File: config.mk
export PLATFORM = sky130hd
export DESIGN_NAME = minized_gpio_inputs
export DESIGN_NICKNAME = d
export VERILOG_FILES = /design/src/rtl/minized_gpio_pkg.sv /design/src/rtl/minized_gpio_inputs_debounce.sv /design/src/rtl/minized_gpio_inputs.sv
export SDC_FILE = /design/constraint.sdc
export NUM_CORES = 1
export LEC_CHECK = 0
export CORE_MARGIN = 2
export CORE_UTILIZATION = 35
export CTS_BUF_LIST = sky130_fd_sc_hd__clkbuf_16
export DETAILED_ROUTE_END_ITERATION = 6
export PLACE_DENSITY = 0.51
export REMOVE_ABC_BUFFERS = 1
export SYNTH_ARGS = -nofsm -noshare
export SYNTH_HDL_FRONTEND = slang
export SYNTH_SLANG_ARGS = --single-unit
File: constraint.sdc
create_clock -name clk -period 4.1 [get_ports clk]
set_input_delay 1.23 -clock clk [delete_from_list [all_inputs] [get_ports clk]]
set_output_delay 1.23 -clock clk [all_outputs]
set_load 0.005 [all_outputs]
File: src/rtl/minized_gpio_pkg.sv
// Shared field layout and identification constants for the GPIO EMIO input conditioner.
package minized_gpio_pkg;

    localparam int unsigned LEVEL_LSB   = 0;
    localparam int unsigned RISE_LSB    = 4;
    localparam int unsigned FALL_LSB    = 8;
    localparam int unsigned VERSION_LSB = 12;
    localparam int unsigned MAX_WIDTH   = 4;

    localparam logic [3:0] VERSION = 4'hA;

endpackage

File: src/rtl/minized_gpio_inputs_debounce.sv
// Single-pin conditioner: 2-flop synchronizer, stability counter and accepted level,
// with combinational rise/fall pulses on the accepting edge.
module gpio_debounce #(
    parameter int unsigned DEBOUNCE_CYCLES = 100000
) (
    input  logic clk,
    input  logic rstN,
    input  logic pin_i,
    output logic level_o,
    output logic rise_o,
    output logic fall_o
);

    localparam int unsigned    CW       = $clog2(DEBOUNCE_CYCLES);
    localparam logic [CW-1:0]  CNT_LAST = CW'(DEBOUNCE_CYCLES - 1);

    logic [1:0]    sync_q;
    logic          stable_q, stable_d;
    logic [CW-1:0] cnt_q, cnt_d;
    logic          accept;

    always_ff @(posedge clk or negedge rstN) begin
        if (!rstN) begin
            sync_q   <= '0;
            stable_q <= 1'b0;
            cnt_q    <= '0;
        end else begin
            sync_q   <= {sync_q[0], pin_i};
            stable_q <= stable_d;
            cnt_q    <= cnt_d;
        end
    end

    // The counter only runs while the synchronized pin disagrees with the accepted level.
    always_comb begin
        stable_d = stable_q;
        cnt_d    = cnt_q;
        accept   = 1'b0;
        if (sync_q[1] == stable_q) begin
            cnt_d = '0;
        end else if (cnt_q == CNT_LAST) begin
            accept   = 1'b1;
            stable_d = sync_q[1];
            cnt_d    = '0;
        end else begin
            cnt_d = cnt_q + CW'(1);
        end
    end

    assign level_o = stable_q;
    assign rise_o  = accept & sync_q[1];
    assign fall_o  = accept & ~sync_q[1];

endmodule

File: src/rtl/minized_gpio_inputs.sv
// Conditions PL pushbuttons/switches for the PS GPIO EMIO input bus: debounced levels,
// sticky rise/fall flags cleared by request edges on the EMIO output bus.
module minized_gpio_inputs
    import minized_gpio_pkg::*;
#(
    parameter int unsigned WIDTH           = 4,
    parameter int unsigned DEBOUNCE_CYCLES = 100000
) (
    input  logic             clk,
    input  logic             rstN,
    input  logic [WIDTH-1:0] pin_i,
    input  logic [15:0]      gpio_o,
    output logic [15:0]      gpio_i
);

    logic [WIDTH-1:0]   level, rise, fall;
    logic [WIDTH-1:0]   rise_flag_q, rise_flag_d;
    logic [WIDTH-1:0]   fall_flag_q, fall_flag_d;
    logic [2*WIDTH-1:0] clr_req, clr_q, clr_pulse_q;
    logic               unused_gpio_o;

    for (genvar n = 0; n < WIDTH; n++) begin : gen_lane
        gpio_debounce #(
            .DEBOUNCE_CYCLES(DEBOUNCE_CYCLES)
        ) u_deb (
            .clk    (clk),
            .rstN   (rstN),
            .pin_i  (pin_i[n]),
            .level_o(level[n]),
            .rise_o (rise[n]),
            .fall_o (fall[n])
        );
    end

    assign clr_req       = {gpio_o[FALL_LSB +: WIDTH], gpio_o[RISE_LSB +: WIDTH]};
    assign unused_gpio_o = ^gpio_o;

    // The request edge is itself registered, so a clear lands one edge after it is sampled.
    always_ff @(posedge clk or negedge rstN) begin
        if (!rstN) begin
            clr_q       <= '0;
            clr_pulse_q <= '0;
            rise_flag_q <= '0;
            fall_flag_q <= '0;
        end else begin
            clr_q       <= clr_req;
            clr_pulse_q <= clr_req & ~clr_q;
            rise_flag_q <= rise_flag_d;
            fall_flag_q <= fall_flag_d;
        end
    end

    // A set arriving with a clear wins so no event is lost.
    always_comb begin
        rise_flag_d = rise | (rise_flag_q & ~clr_pulse_q[WIDTH-1:0]);
        fall_flag_d = fall | (fall_flag_q & ~clr_pulse_q[2*WIDTH-1:WIDTH]);
    end

    always_comb begin
        gpio_i                          = '0;
        gpio_i[LEVEL_LSB +: WIDTH]      = level;
        gpio_i[RISE_LSB +: WIDTH]       = rise_flag_q;
        gpio_i[FALL_LSB +: WIDTH]       = fall_flag_q;
        gpio_i[VERSION_LSB +: 4]        = VERSION;
    end

endmodule

Word level (Yosys, flattened, before mapping):

Index checks and enable logic that the tools add are counted.

* flip-flop bits (word level): 104
* latch bits: 0
* bits in writable memories: 0
* bits in read-only memories: 0
* bits of input ports: 22
* output and inout bits: 16
* logic and storage cells: 72
* memories kept: 0

* add/sub/neg operators: 4
* $mul: 0
* div/mod/pow operators: 0
* $lt $le $gt $ge: 0
* equality and inequality tests: 8
* shift-type cells: 0
* multiplexer cells: 16
* bitwise operators: 24
* reduce and logical (&&, ||, !) cells: 4

Operators with widths (count)
* $mux W17: 8
* $add A17 B1 Y17 const B: 4
* $eq A17 B17 Y1 const B: 4
* $and A1 B1 Y1: 8
* $and A4 B4 Y4: 2
* $and A8 B8 Y8: 1
* $mux W1: 8
* $not A1 Y1: 8
* $not A4 Y4: 2
* $not A8 Y8: 1
* $or A4 B4 Y4: 2
* $reduce_and A2 Y1: 4
* $eq A1 B1 Y1: 4

Longest topological paths before layout:

* word-level depth: 5
* gate-level depth with buffers: 6
* depth with buffers taken out: 5

Hierarchy:

Synthesis repeated with hierarchy kept, for this count alone.

* cell total of the unflattened synthesis: 434
* area total of the unflattened synthesis: 4667.0 um^2

By module, submodules not included
* gpio_debounce: instances 4, cells an instance 95, area each 972.2 um^2, seq. area each 500.5 um^2
* minized_gpio_inputs: instances 1, cells an instance 54, area each 778.2 um^2, seq. area each 600.6 um^2

Least setup slack after synthesis:

Ideal clock, no wire load.

* path type: register to output
* start point: register gen_lane[1].u_deb.stable_q
* end point: output port gpio_i[1]
* arrival time: 524 ps
* path slack: 2346 ps
* stages on the path, launching flop included: 2
* path through: dfrtp_1 -> buf_4

RTL lines
* start, declared: RTL line minized_gpio_inputs_debounce.sv:18 `logic stable_q, stable_d;`
* start signal, assigned: RTL line minized_gpio_inputs_debounce.sv:29 `stable_q <= stable_d;`
* end, declared: RTL line minized_gpio_inputs.sv:13 `output logic [15:0] gpio_i`

No word-level cell between the ends.

Final worst setup path:

* start point: register gen_lane[1].u_deb.stable_q
* end point: output port gpio_i[1]

No word-level cell between the ends.

==> flow_summary.yaml <==
synthesis:
  yosys.area.top_type: "dfrtp_1"
  ys_seq_area_share_pct: 56.3
  synth_top_area_share_pct: 56.3
  ys_warn_count: 0
  synth_area_mm2: 0.00462
  synth_cells: 435
  synth_area_leaders: "dfrtp_1, xnor2_1, nor2_1"
  synth_seq_cells: 104
  synth_cell_types: 43
  syn_area_per_cell_um2: 10.6
timing:
  period_needed_ns: 2.52
  rsz0062_at_grt: "false"
  hold_ws_ns: 0.350
  slew_viol_final: 0
  finalSetupTns_ns: 0
  fin_crit_sh_pct: 61.4
  fmax_mhz: 398
  maxSlewHeadroom_pct: 24.3
  worstMarginPinSlew_ns: 1.13
  hold_viol: 0
  skew_ns: 0.00787
  finalSetupViolations: 0
placed_design:
  gp_congestion: 0.810
  post-dp-hpwl_mm: 5.61
  io_buffers: 25
  dpl_cell_area_mm2: 0.00502
floorplan:
  chipHeight_um: 119
  start_util_pct: 36.2
  die_w_um: 119
  fp-row-count: 41
  ioPinCount: 38
  core_area_mm2: 0.0128
  dieArea_mm2: 0.0141
cells_and_area:
  fin_nets: 486
  multi_input_area_mm2: 0.00187
  syn_to_final_growth_pct: 15.7
  fillCellCount: 1232
  fin_area_mm2: 0.00535
  antenna_cells: 0
  drive_gt1_share_pct: 6.24
  seqCellArea_mm2: 0.00260
  fin_util_pct: 41.9
cts:
  clk_pin_slew_ns: 0.07
  cts_resized: 0
  cts_setup_buffers: 0
  cts_sinks: 104
  htree_levels: 3
  numCtsBuffers: 9
  cts_tree: "yes"
  clk_path_buf_depth: 2
  cts-hold-fix-buffers: 0
  root_buffer: "clkbuf_16"
  clk_latency_ns: 0.35
detailed_routing:
  route.met2.wl_mm: 3.80
  met3_length_um: 455
  drt_iter0_drc: 136
  antenna_left: 0
  drtPass1Iterations: 4
  finalWirelength_mm: 8.40
  top_layer_used: "met4"
  wl_per_cell_um: 13.2
  drc_errors: 0
  vias: 3107
  met1Wirelength_mm: 4.05
  vias_per_cell: 4.88
flow_run:
  drv_cap: 0
critical_path:
  cp.arrival_ns: 1.29
  crit_chain: "clkdlybuf4s50_1"
  cpPeakStageDelay_ns: 0.52
  critPathTopFamily: "buffers and inverters"
  worstSetupPathType: "reg -> out"
  cp_slowest_cell: "clkdlybuf4s50_1"
  cp.required_ns: 2.87
  cp-end-kind: "output pin"
  cp.buffers_inverters: 1
  crit_fanout: 4
  critPathLaunchType: "register"
power_and_ir_drop:
  p_leak_nw: 2.13
  peakVddDrop_uv: 297
  power_mw: 2.07
  cellPowerDensity_mw_per_mm2: 386
grt:
  grt_max_degree: 61
  grt_pass1_vias: 3051
  gr-total-overflow: 0
  grt_pass1_wl_mm: 14.9
  antenna_found_initial: 0
  track_usage_pct: 13.3
min_path:
  hp-class: "reg -> reg"
status:
  status: "finished clean"
-- synth_stat cells --
cell       number
mux2_1          1
o22ai_1         6
dfrtp_1       104
or2_4           1
nor4b_1         2
nand4_4         1
buf_4           9
clkbuf_1        1
a21oi_1         5
xnor2_1        41
nand2b_1        6
a41o_1          1
nor2b_1         9
mux2_2          2
a21oi_2         1
nand2_1        26
nor2_1         66
nand3_1        22
nor4bb_1        4
nand4_1        21
o21ai_0         2
and3_1          4
nor3_1         17
o31ai_2         1
nand4bb_1       1
and4_1          4
or3_1           4
or4_1           3
or2_0           1
inv_1          18
o32ai_1         2
ha_1            4
mux2i_1         1
conb_1          2
or3_4           1
xor2_1         14
or4_4           1
or2_2           2
buf_2           4
nor4b_2         1
o31ai_1         4
nand4_2         1
nor4_1         14
-- cell families (layout without fill, tap and decap cells) --
group                      after synthesis  after routing  synth area share (%)
adders and majority gates                4              4                  1.08
muxes                                    4              4                 0.947
xor gates and xnor gates                55             55                  10.4
buffers and inverters                   32             60                  3.44
DFF                                    104            104                  56.3
and+or+nand+nor                        212            212                  24.4
AOI/OAI and AO/OA                       22             22                  3.27
other                                    2              4                 0.162
-- layout by cell type, fill, tap and decap left out, drive strengths merged, types with 6 or more instances in the layout --
cell type,instances
nand3,22
nor4,14
clkdlybuf4s50,24
dfrtp,104
xor2,14
o22ai,6
xnor2,41
clkbuf,9
nor3,17
nor2,66
nor2b,9
nand4,23
nand2b,6
inv,21
a21oi,6
nand2,26
-- routing by layer --
| metal | GRT usage (%) | vias to the layer above |
|---|---|---|
| li1 | - | 1535 |
| met1 | 17.7 | 1507 |
| met2 | 19.3 | 59 |
| met3 | 5.41 | 6 |
| met4 | 4.99 | 0 |
| met5 | 0 | - |
-- area by class of cell --
cell class	count	area share, %
repair buffers	26	5.00
well taps	172	4.02
flip-flops and latches	104	48.6
clock buffers	9	4.21
multi-input cells	301	35.0
clock inverters	7	1.89
inverters	18	1.26
-- through the flow --
step	cells	setup slack, ns
6_report	637	1.58
4_1_cts	637	1.56
3_5_place_dp	621	1.88
5_1_grt	637	1.53
3_3_place_gp	621	1.92
2_1_floorplan	423	2.35
-- power by group --
part           total [mW]  internal, mW  switching [mW]
Sequential           1.06          1.05          0.0161
Combinational      0.0695        0.0263          0.0432
Clock               0.936         0.543           0.393
Total                2.07          1.62           0.452
-- worst paths after layout --
check                                       startpoint                           to  slack, ns  depth (start not counted)
min reg2reg                gen_lane[2].u_deb.sync_q[0]  gen_lane[2].u_deb.sync_q[1]       0.35                          0
max in group asynchronous                         rstN   gen_lane[1].u_deb.cnt_q[8]       2.50                          2
min in group asynchronous                         rstN  gen_lane[3].u_deb.cnt_q[11]       0.88                          1
max                          gen_lane[1].u_deb.level_o                    gpio_i[1]       1.58                          1
max reg2reg                 gen_lane[2].u_deb.cnt_q[0]  gen_lane[2].u_deb.cnt_q[12]       1.93                          5
min                        gen_lane[2].u_deb.sync_q[0]  gen_lane[2].u_deb.sync_q[1]       0.35                          0
-- state kept, by name, summed over array words and instances (netlist names) --
name                    cells
gen_lane.u_deb.cnt_q       68
clr_pulse_q                 8
clr_q                       8
gen_lane.u_deb.sync_q       8
fall_flag_q                 4
gen_lane.u_deb.level_o      4
rise_flag_q                 4
(Power assumes the default switching activity.)
